### config.mk
export PLATFORM = sky130hd
export DESIGN_NAME = spm_param
export DESIGN_NICKNAME = d
export VERILOG_FILES = /design/src/rtl/spm_param.sv
export SDC_FILE = /design/constraint.sdc
export NUM_CORES = 1
export LEC_CHECK = 0
export CORE_UTILIZATION = 53
export DETAILED_ROUTE_END_ITERATION = 10
export GPL_TIMING_DRIVEN = 0
export PLACE_DENSITY_LB_ADDON = 0.2
export SLEW_MARGIN = 5
export SYNTH_ARGS = -nofsm -noshare
export SYNTH_HDL_FRONTEND = slang
export SYNTH_SLANG_ARGS = --single-unit
### constraint.sdc
create_clock -name clk -period 1.95 [get_ports clk]
set_clock_uncertainty 0.15 [all_clocks]
set_input_delay 0.2925 -clock clk [delete_from_list [all_inputs] [get_ports clk]]
set_output_delay 0.2925 -clock clk [all_outputs]
set_load 0.1 [all_outputs]
### src/rtl/spm_param.sv
// spm_param: serial-parallel carry-save multiplier with start/busy/done handshake.
// Build option SPM_SIGNED_EN selects two's-complement operands (default: unsigned).
`default_nettype none

module spm_param #(
  parameter int WIDTH = 8
) (
  input  logic               clk,
  input  logic               rst,
  input  logic               start,
  input  logic [WIDTH-1:0]   x,
  input  logic [WIDTH-1:0]   y,
  output logic               busy,
  output logic               done,
  output logic [2*WIDTH-1:0] p,
  output logic               p_bit,
  output logic               p_bit_vld
);

  localparam int PW = 2 * WIDTH;
  localparam int CW = $clog2(PW + 1);

  localparam logic [0:0] S_IDLE = 1'b0;
  localparam logic [0:0] S_RUN  = 1'b1;

  logic [0:0]       state_q, state_d;
  logic [WIDTH-1:0] x_q;
  logic [PW-1:0]    ysh_q;
  logic [CW-1:0]    cnt_q;
  logic [WIDTH-1:0] s_q, c_q;
  logic [WIDTH-1:0] s_d, c_d;
  logic             done_q, p_bit_q, vld_q;
  logic [PW-1:0]    p_q;

  logic             start_ok;
  logic             run;
  logic             last;
  logic             ybit;
  logic [PW-1:0]    yload;
  logic             top_sin;

  assign start_ok = (state_q == S_IDLE) && start;
  assign run      = (state_q == S_RUN);
  assign last     = (cnt_q == CW'(PW - 1));
  assign ybit     = ysh_q[0];

`ifdef SPM_SIGNED_EN
  assign yload   = {{WIDTH{y[WIDTH-1]}}, y};
  // The inverted top partial products each carry a hidden -1; their sum
  // mod 2^PW is +2^(WIDTH-1), injected once into the top cell's free input.
  assign top_sin = (cnt_q == '0);
`else
  assign yload   = {{WIDTH{1'b0}}, y};
  assign top_sin = 1'b0;
`endif

  for (genvar i = 0; i < WIDTH; i++) begin : g_cell
    logic pp, sin;
    if (i == WIDTH - 1) begin : g_top
`ifdef SPM_SIGNED_EN
      assign pp  = ~(x_q[i] & ybit);
`else
      assign pp  = x_q[i] & ybit;
`endif
      assign sin = top_sin;
    end else begin : g_mid
      assign pp  = x_q[i] & ybit;
      assign sin = s_q[i+1];
    end
    assign s_d[i] = pp ^ sin ^ c_q[i];
    assign c_d[i] = (pp & sin) | (pp & c_q[i]) | (sin & c_q[i]);
  end

  always_comb begin
    state_d = state_q;
    if (start_ok)        state_d = S_RUN;
    else if (run && last) state_d = S_IDLE;
  end

  always_ff @(posedge clk or negedge rst) begin
    if (!rst) begin
      state_q <= S_IDLE;
      x_q     <= '0;
      ysh_q   <= '0;
      cnt_q   <= '0;
      s_q     <= '0;
      c_q     <= '0;
      done_q  <= 1'b0;
      p_q     <= '0;
      p_bit_q <= 1'b0;
      vld_q   <= 1'b0;
    end else begin
      state_q <= state_d;
      done_q  <= run && last;
      vld_q   <= run;
      p_bit_q <= run ? s_d[0] : 1'b0;
      if (start_ok) begin
        x_q   <= x;
        ysh_q <= yload;
        cnt_q <= '0;
        s_q   <= '0;
        c_q   <= '0;
      end else if (run) begin
        ysh_q <= {1'b0, ysh_q[PW-1:1]};
        cnt_q <= cnt_q + CW'(1);
        s_q   <= s_d;
        c_q   <= c_d;
        p_q   <= {s_d[0], p_q[PW-1:1]};
      end
    end
  end

  assign busy      = run;
  assign done      = done_q;
  assign p         = p_q;
  assign p_bit     = p_bit_q;
  assign p_bit_vld = vld_q;

endmodule

`default_nettype wire
==> results of run 1 <==
[kinds of logic (layout without fill, tap and decap cells)]
kind of cell	count (synthesis)	after routing	synth area share [%]
AND/OR/NAND/NOR	43	43	8.70
flip-flops	56	56	56.7
adder cells (fa/ha/maj)	10	10	7.19
AO/OA/AOI/OAI	29	29	6.38
XOR/XNOR	1	1	0.354
buffers and inverters	25	73	5.77
multiplexers	31	31	14.9
[cells in the mapped netlist (all sizes together) (2+ instances only)]
library cell / count
ha: 3
nor2b: 2
inv: 14
a22o: 2
or3: 9
nand2: 22
dfrtp: 56
mux2: 23
clkbuf: 3
fa: 7
and2: 4
o21ai: 25
mux2i: 8
buf: 8
nor2: 3
[where the power goes]
part           leakage (nW)  switching (mW)  internal (mW)  total (mW)
clock                0.0541           0.380          0.380       0.760
combinational         0.589            1.64          0.707        2.35
sequential            0.730           0.236           1.55        1.79
[cells in the final DEF (no fill, tap or decap), types with 2 or more instances in the layout]
cell type / synthesis / final
clkbuf_8: 0 / 5
clkdlybuf4s50_1: 0 / 17
o21ai_1: 13 / 13
a22o_1: 2 / 2
clkbuf_2: 1 / 4
fa_1: 7 / 7
mux2i_1: 8 / 8
clkdlybuf4s15_2: 0 / 16
dfrtp_1: 56 / 56
o21ai_0: 12 / 12
mux2_2: 15 / 15
nand2_1: 22 / 22
inv_1: 13 / 13
ha_1: 3 / 3
or3_1: 9 / 9
buf_2: 2 / 3
nor2_1: 2 / 2
and2_1: 4 / 4
buf_6: 5 / 5
mux2_4: 8 / 8
[final cells by class]
cell class                 instances  area [um^2]  area share (%)
sequential                        56         1400            45.8
multi-input combinational        114          928            30.3
timing repair buffer              40          410            13.4
tap                               52         65.1            2.13
inverter                          14         52.6            1.72
buffer                            11         90.1            2.94
clock inverter                     3         42.5            1.39
clock buffer                       5         68.8            2.25
[worst paths after layout]
kind | from | to | slack [ps]
max | done | done | 30
min | busy | p_bit_vld | 290
max reg2reg | ysh_q[0] | p[15] | 100
min reg2reg | busy | p_bit_vld | 290
max in group asynchronous | rst | p[7] | 750
min in group asynchronous | rst | c_q[3] | 340
[metrics by stage]
stage | area, um^2 | cells
finish | 3060 | 295
global placement | 2920 | 285
CTS | 3070 | 295
global route | 3060 | 295
floorplan | 2470 | 195
detailed placement | 2930 | 286
[flip-flops by register name, indices dropped and copies added, names as in the netlist]
| name | cells |
|---|---|
| busy | 1 |
| cnt_q | 5 |
| c_q | 8 |
| p_bit | 1 |
| s_q | 7 |
| ysh_q | 8 |
| done | 1 |
| p | 16 |
| x_q | 8 |
| p_bit_vld | 1 |
[per-layer routing]
metal / track usage [%] / vias up
met5: 0 / -
met4: 7.33 / 0
met3: 5.19 / 5
met2: 29.1 / 29
met1: 26.2 / 747
li1: - / 740
[what timing repair did]
item | 4_1_cts | 5_1_grt
endpoints found under the hold margin | 23 | 0
resized for setup | 55 | 4
hold buffers | 1 | 0
setup endpoints to repair | 20 | 3
pin swaps | 0 | 0
==> summary.md, run 1 <==
| Metric | Value |
|---|---|
| Worst hold slack | 288 ps |
| Worst Reg2Reg Path Length in Cells | 5 |
| Startpoint types | register |
| Clk root buf | clkbuf_8 |
| Routed length per placed instance | 13.7 um |
| Post-route ant nets | 0 |
| Die ar. | 0.00494 mm^2 |
| CTS Buf Count | 5 |
| Cell accounting for the most synthesized area | dfrtp_1 |
| Primary FF master, synth | dfrtp_1 |
| Post-synthesis sequential area ratio | 56.7% |
| Worst setup path class | reg -> out |
| Filler cells | 315 |
| Mapped Cells | 195 |
| #FFs+latches synth | 56 |
| Setup WS pre-CTS | -18.3 ps |
| Number of diodes | 0 |
| Share of the synthesized area in the top cell type | 56.7% |
| Fin. Hold Viols | 0 |
| Worst Setup End Kind | output port |
| Core box area | 0.00441 mm^2 |
| Initial Utilization | 56.0% |
| RSZ-0062 raised after global routing | no |
| Clk_lat worst skew | 310 ps |
| # port buffers | 38 |
| Max Fanout on Critical Path | 1 |
| Max Freq | 522 MHz |
| Fin worst setup slack | 34.9 ps |
| Grt ovf | 0 |
| CP required | 1510 ps |
| Family with the most delay on the worst path | buffers and inverters |
| Worst relative slew slack | 37.2% |
| Hold depth | 0 |
| Nets@finish | 271 |
| GPL Wtd Cong | 0.754 |
| Post-Syn Area | 0.00247 mm^2 |
| Post-DP HPWL | 2.83 mm |
| Final Util | 69.3% |
| Setup TNS | 0 ps |
| Pleak | 1.37 nW |
| Power per cell area | 1600 mW/mm^2 |
| Vias post-DR | 1521 |
| 1st-iter DRT viols | 103 |
| TritonRoute pass-1 iters | 3 |
| Largest net degree at the start of global routing | 34 |
| # setup viols final | 0 |
| Die width | 70.3 um |
| Via density | 5.16 |
| Vias in the first global route | 1554 |
| Initial antenna violation count | 0 |
| Post-synth EDFFs | 0 |
| Routed WL | 4.03 mm |
| GRT Resource Usage Total | 19.1% |
| TritonCTS Sinks | 56 |
| Ratio of cells with drive above 1 in the final layout | 26.7% |
| Worst path cell trace | clkdlybuf4s15_1 |
| Worst slew pin tran | 946 ps |
| Post-Syn Nets | 224 |
| Critical Path Stages | 1 |
| Max_cap viols | 0 |
| First-pass GRT wire length | 7.31 mm |
| Worst path slowest cell | clkdlybuf4s15_1 |
| Postcts setup bufs | 0 |
| Top Layer Used | met4 |
| Largest cells by area after synthesis | dfrtp_1 57%, mux2_2 6.8%, fa_1 5.7%, mux2_4 4.9%, nand2_1 3.3% |
| Die Y | 70.3 um |
| Drt drc | 0 |
| Post-synth cell types | 30 |
| Reg clk slew, reported paths | 100 ps |
| Peak VDD IR | 1.01 mV |
| Met3 WL | 165 um |
| Slew Viols, Final | 0 |
| Tot Pwr | 4.90 mW |
| TritonCTS clock tree | done |
| # IOs | 39 |
| Synth async-reset ratio | 100% |
| Arrival @ worst endpoint | 1470 ps |
| Mapped Avg Cell Area | 12.7 um^2 |
| Final Cycle Share | 98.2% |
| Met1 wire length | 1.89 mm |
| Area Overhead vs Synth | 23.7% |
| Status | finished clean |
| Synth warn | 0 |
| Worst min-delay path category | reg -> reg |
| Critical path buffer and inverter count | 1 |
| Metal2 WL | 1.92 mm |
| Crit path time final | 1920 ps |
| CP max stage delay | 820 ps |
| H-tree depth | 2 |
| Row count | 24 |
| Clock tree buffer depth | 2 |
Power figures use the tool's default switching activity.
==> run 2, diff against run 1 <==
--- a/config.mk
+++ b/config.mk
@@ -5,8 +5,11 @@
 export SDC_FILE = /design/constraint.sdc
 export NUM_CORES = 1
 export LEC_CHECK = 0
-export CORE_UTILIZATION = 53
+export CORE_MARGIN = 2
+export CORE_UTILIZATION = 65
+export CTS_BUF_LIST = sky130_fd_sc_hd__clkbuf_2 sky130_fd_sc_hd__clkbuf_4 sky130_fd_sc_hd__clkbuf_8
 export DETAILED_ROUTE_END_ITERATION = 10
+export DONT_BUFFER_PORTS = 1
 export GPL_TIMING_DRIVEN = 0
 export PLACE_DENSITY_LB_ADDON = 0.2
 export SLEW_MARGIN = 5
==> summary.md, run 2 (synthesis results as in run 1) <==
| Metric | Value |
|---|---|
| Status | finished clean (unchanged) |
| CP required | 2010 ps (was 1510 ps) |
| Post-route ant nets | 0 (unchanged) |
| Initial antenna violation count | 0 (unchanged) |
| Commonest non-fill, non-tap cells in the layout | 55 x dfrtp_1, 22 x nand2_1, 15 x mux2_2 (was 56 x dfrtp_1, 22 x nand2_1, 17 x clkdlybuf4s50_1) |
| Number of diodes | 0 (unchanged) |
| Max Fanout on Critical Path | 9 (was 1) |
| Largest net degree at the start of global routing | 57 (was 34) |
| CTS Buf Count | 5 (unchanged) |
| Worst Setup End Kind | register (was output port) |
| Startpoint types | register (unchanged) |
| Reg clk slew, reported paths | 100 ps (about the same) |
| Clock tree buffer depth | 2 (unchanged) |
| Nets@finish | 242 (was 271) |
| Die Y | 65.7 um (was 70.3 um) |
| # setup viols final | 0 (unchanged) |
| Final std cell area, no fill | 0.00278 mm^2 (was 0.00306 mm^2) |
| Max_cap viols | 0 (unchanged) |
| Post-DP HPWL | 2.68 mm (was 2.83 mm) |
| GPL Wtd Cong | 0.761 (was 0.754) |
| Vias in the first global route | 1537 (was 1554) |
| Routed WL | 4.01 mm (was 4.03 mm) |
| Setup TNS | 0 ps (unchanged) |
| TritonRoute pass-1 iters | 4 (was 3) |
| Worst min-delay path category | in -> reg (was reg -> reg) |
| Postcts setup bufs | 0 (unchanged) |
| TritonCTS Sinks | 56 (unchanged) |
| GRT Resource Usage Total | 22.2% (was 19.1%) |
| Arrival @ worst endpoint | 1920 ps (was 1470 ps) |
| Routed length per placed instance | 15.3 um (was 13.7 um) |
| TritonCTS clock tree | done (unchanged) |
| Vias post-DR | 1461 (was 1521) |
| Crit path time final | 1860 ps (was 1920 ps) |
| Worst setup path class | reg -> reg (was reg -> out) |
| Clk root buf | clkbuf_8 (unchanged) |
| Initial Utilization | 67.5% (was 56.0%) |
| Slew Viols, Final | 0 (unchanged) |
| Worst slew pin tran | 921 ps (was 946 ps) |
| Final Cycle Share | 95.3% (was 98.2%) |
| Pleak | 1.26 nW (was 1.37 nW) |
| Clk_lat worst skew | 310 ps (about the same) |
| 1st-iter DRT viols | 89 (was 103) |
| Final Util | 75.9% (was 69.3%) |
| Via density | 5.58 (was 5.16) |
| Placed Area | 0.00253 mm^2 (was 0.00293 mm^2) |
| # IOs | 39 (unchanged) |
| Core box area | 0.00366 mm^2 (was 0.00441 mm^2) |
| First-pass GRT wire length | 7.09 mm (was 7.31 mm) |
| Peak VDD IR | 0.697 mV (was 1.01 mV) |
| Fin. Hold Viols | 0 (unchanged) |
| Ratio of cells with drive above 1 in the final layout | 21.5% (was 26.7%) |
| # port buffers | 0 (was 38) |
| Row count | 22 (was 24) |
| Die ar. | 0.00431 mm^2 (was 0.00494 mm^2) |
| Worst relative slew slack | 38.6% (was 37.2%) |
| RSZ-0062 raised after global routing | no (unchanged) |
| Max reg flops | 16 (unchanged) |
| Power per cell area | 1670 mW/mm^2 (was 1600 mW/mm^2) |
| Commonest non-fill, non-tap cell in the layout | dfrtp_1 (unchanged) |
| Grt ovf | 0 (unchanged) |
| Max Freq | 538 MHz (was 522 MHz) |
| Area Overhead vs Synth | 12.3% (was 23.7%) |
| H-tree depth | 2 (unchanged) |
| Die width | 65.7 um (was 70.3 um) |
| Drt drc | 0 (unchanged) |
run 2: final cells by class:
class | instances | area [um^2]
buffer | 11 | 90.1
multi-input combinational | 114 | 928
fill | 233 | 883
clock buffer | 5 | 68.8
timing repair buffer | 11 | 128
tap | 48 | 60.1
clock inverter | 3 | 47.5
sequential | 56 | 1400
inverter | 14 | 52.6
run 2: final timing paths:
kind	depth (start not counted)	slack, ps	from	endpoint
max	5	90	ysh_q[0]	p[15]
min	2	50	y[4]	ysh_q[4]
max reg2reg	5	90	ysh_q[0]	p[15]
min reg2reg	2	340	s_q[2]	s_q[2]
max in group asynchronous	2	1070	rst	ysh_q[3]
min in group asynchronous	2	340	rst	p[9]
run 2: report_power, final:
| group | switching (mW) | leakage (nW) | total [mW] | internal (mW) |
|---|---|---|---|---|
| logic | 0.420 | 0.474 | 0.922 | 0.502 |
| registers | 1.44 | 0.730 | 2.96 | 1.52 |
| clock network | 0.367 | 0.0583 | 0.754 | 0.387 |
| total | 2.23 | 1.26 | 4.64 | 2.41 |
run 2: what timing repair did:
action | in CTS | in global routing
endpoints found under the setup margin | 26 | 0
gates resized for setup | 1 | 0
hold buffers | 11 | 0
hold endpoints to repair | 65 | 0
run 2: metal layers:
| layer | vias up | track usage, % | routed length, um |
|---|---|---|---|
| met5 | - | 0 | 0 |
| li1 | 684 | - | - |
| met3 | 7 | 6.51 | 218 |
| met4 | 0 | 6.77 | 55 |
| met1 | 727 | 28.7 | 1730 |
| met2 | 43 | 36.4 | 2000 |
run 2: critical path, cell delays in order (launching register included):
cell and delay (ps):
dfrtp_1 330, clkbuf_1 340, and2_1 210, fa_1 400, and2_1 180, a21o_1 150
run 2: metrics by stage:
step | worst slack, ps | hold WS (ps) | power, mW | instances
floorplan | 43.1 | -153 | 3.65 | 195
global placement | -14.2 | -152 | 3.79 | 243
detailed placement | -28.1 | -152 | 3.87 | 243
CTS | 83.4 | 41.6 | 4.68 | 262
global route | 7.65 | 65.6 | 4.89 | 262
finish | 92.4 | 49.3 | 4.64 | 262
==> run 3, diff against run 2 <==
--- a/config.mk
+++ b/config.mk
@@ -12,7 +12,7 @@
 export DONT_BUFFER_PORTS = 1
 export GPL_TIMING_DRIVEN = 0
 export PLACE_DENSITY_LB_ADDON = 0.2
-export SLEW_MARGIN = 5
+export SLEW_MARGIN = 15
 export SYNTH_ARGS = -nofsm -noshare
 export SYNTH_HDL_FRONTEND = slang
 export SYNTH_SLANG_ARGS = --single-unit
==> results of run 3 <==
Same layout as run 2: the final DEF is identical, and so are final timing and power.
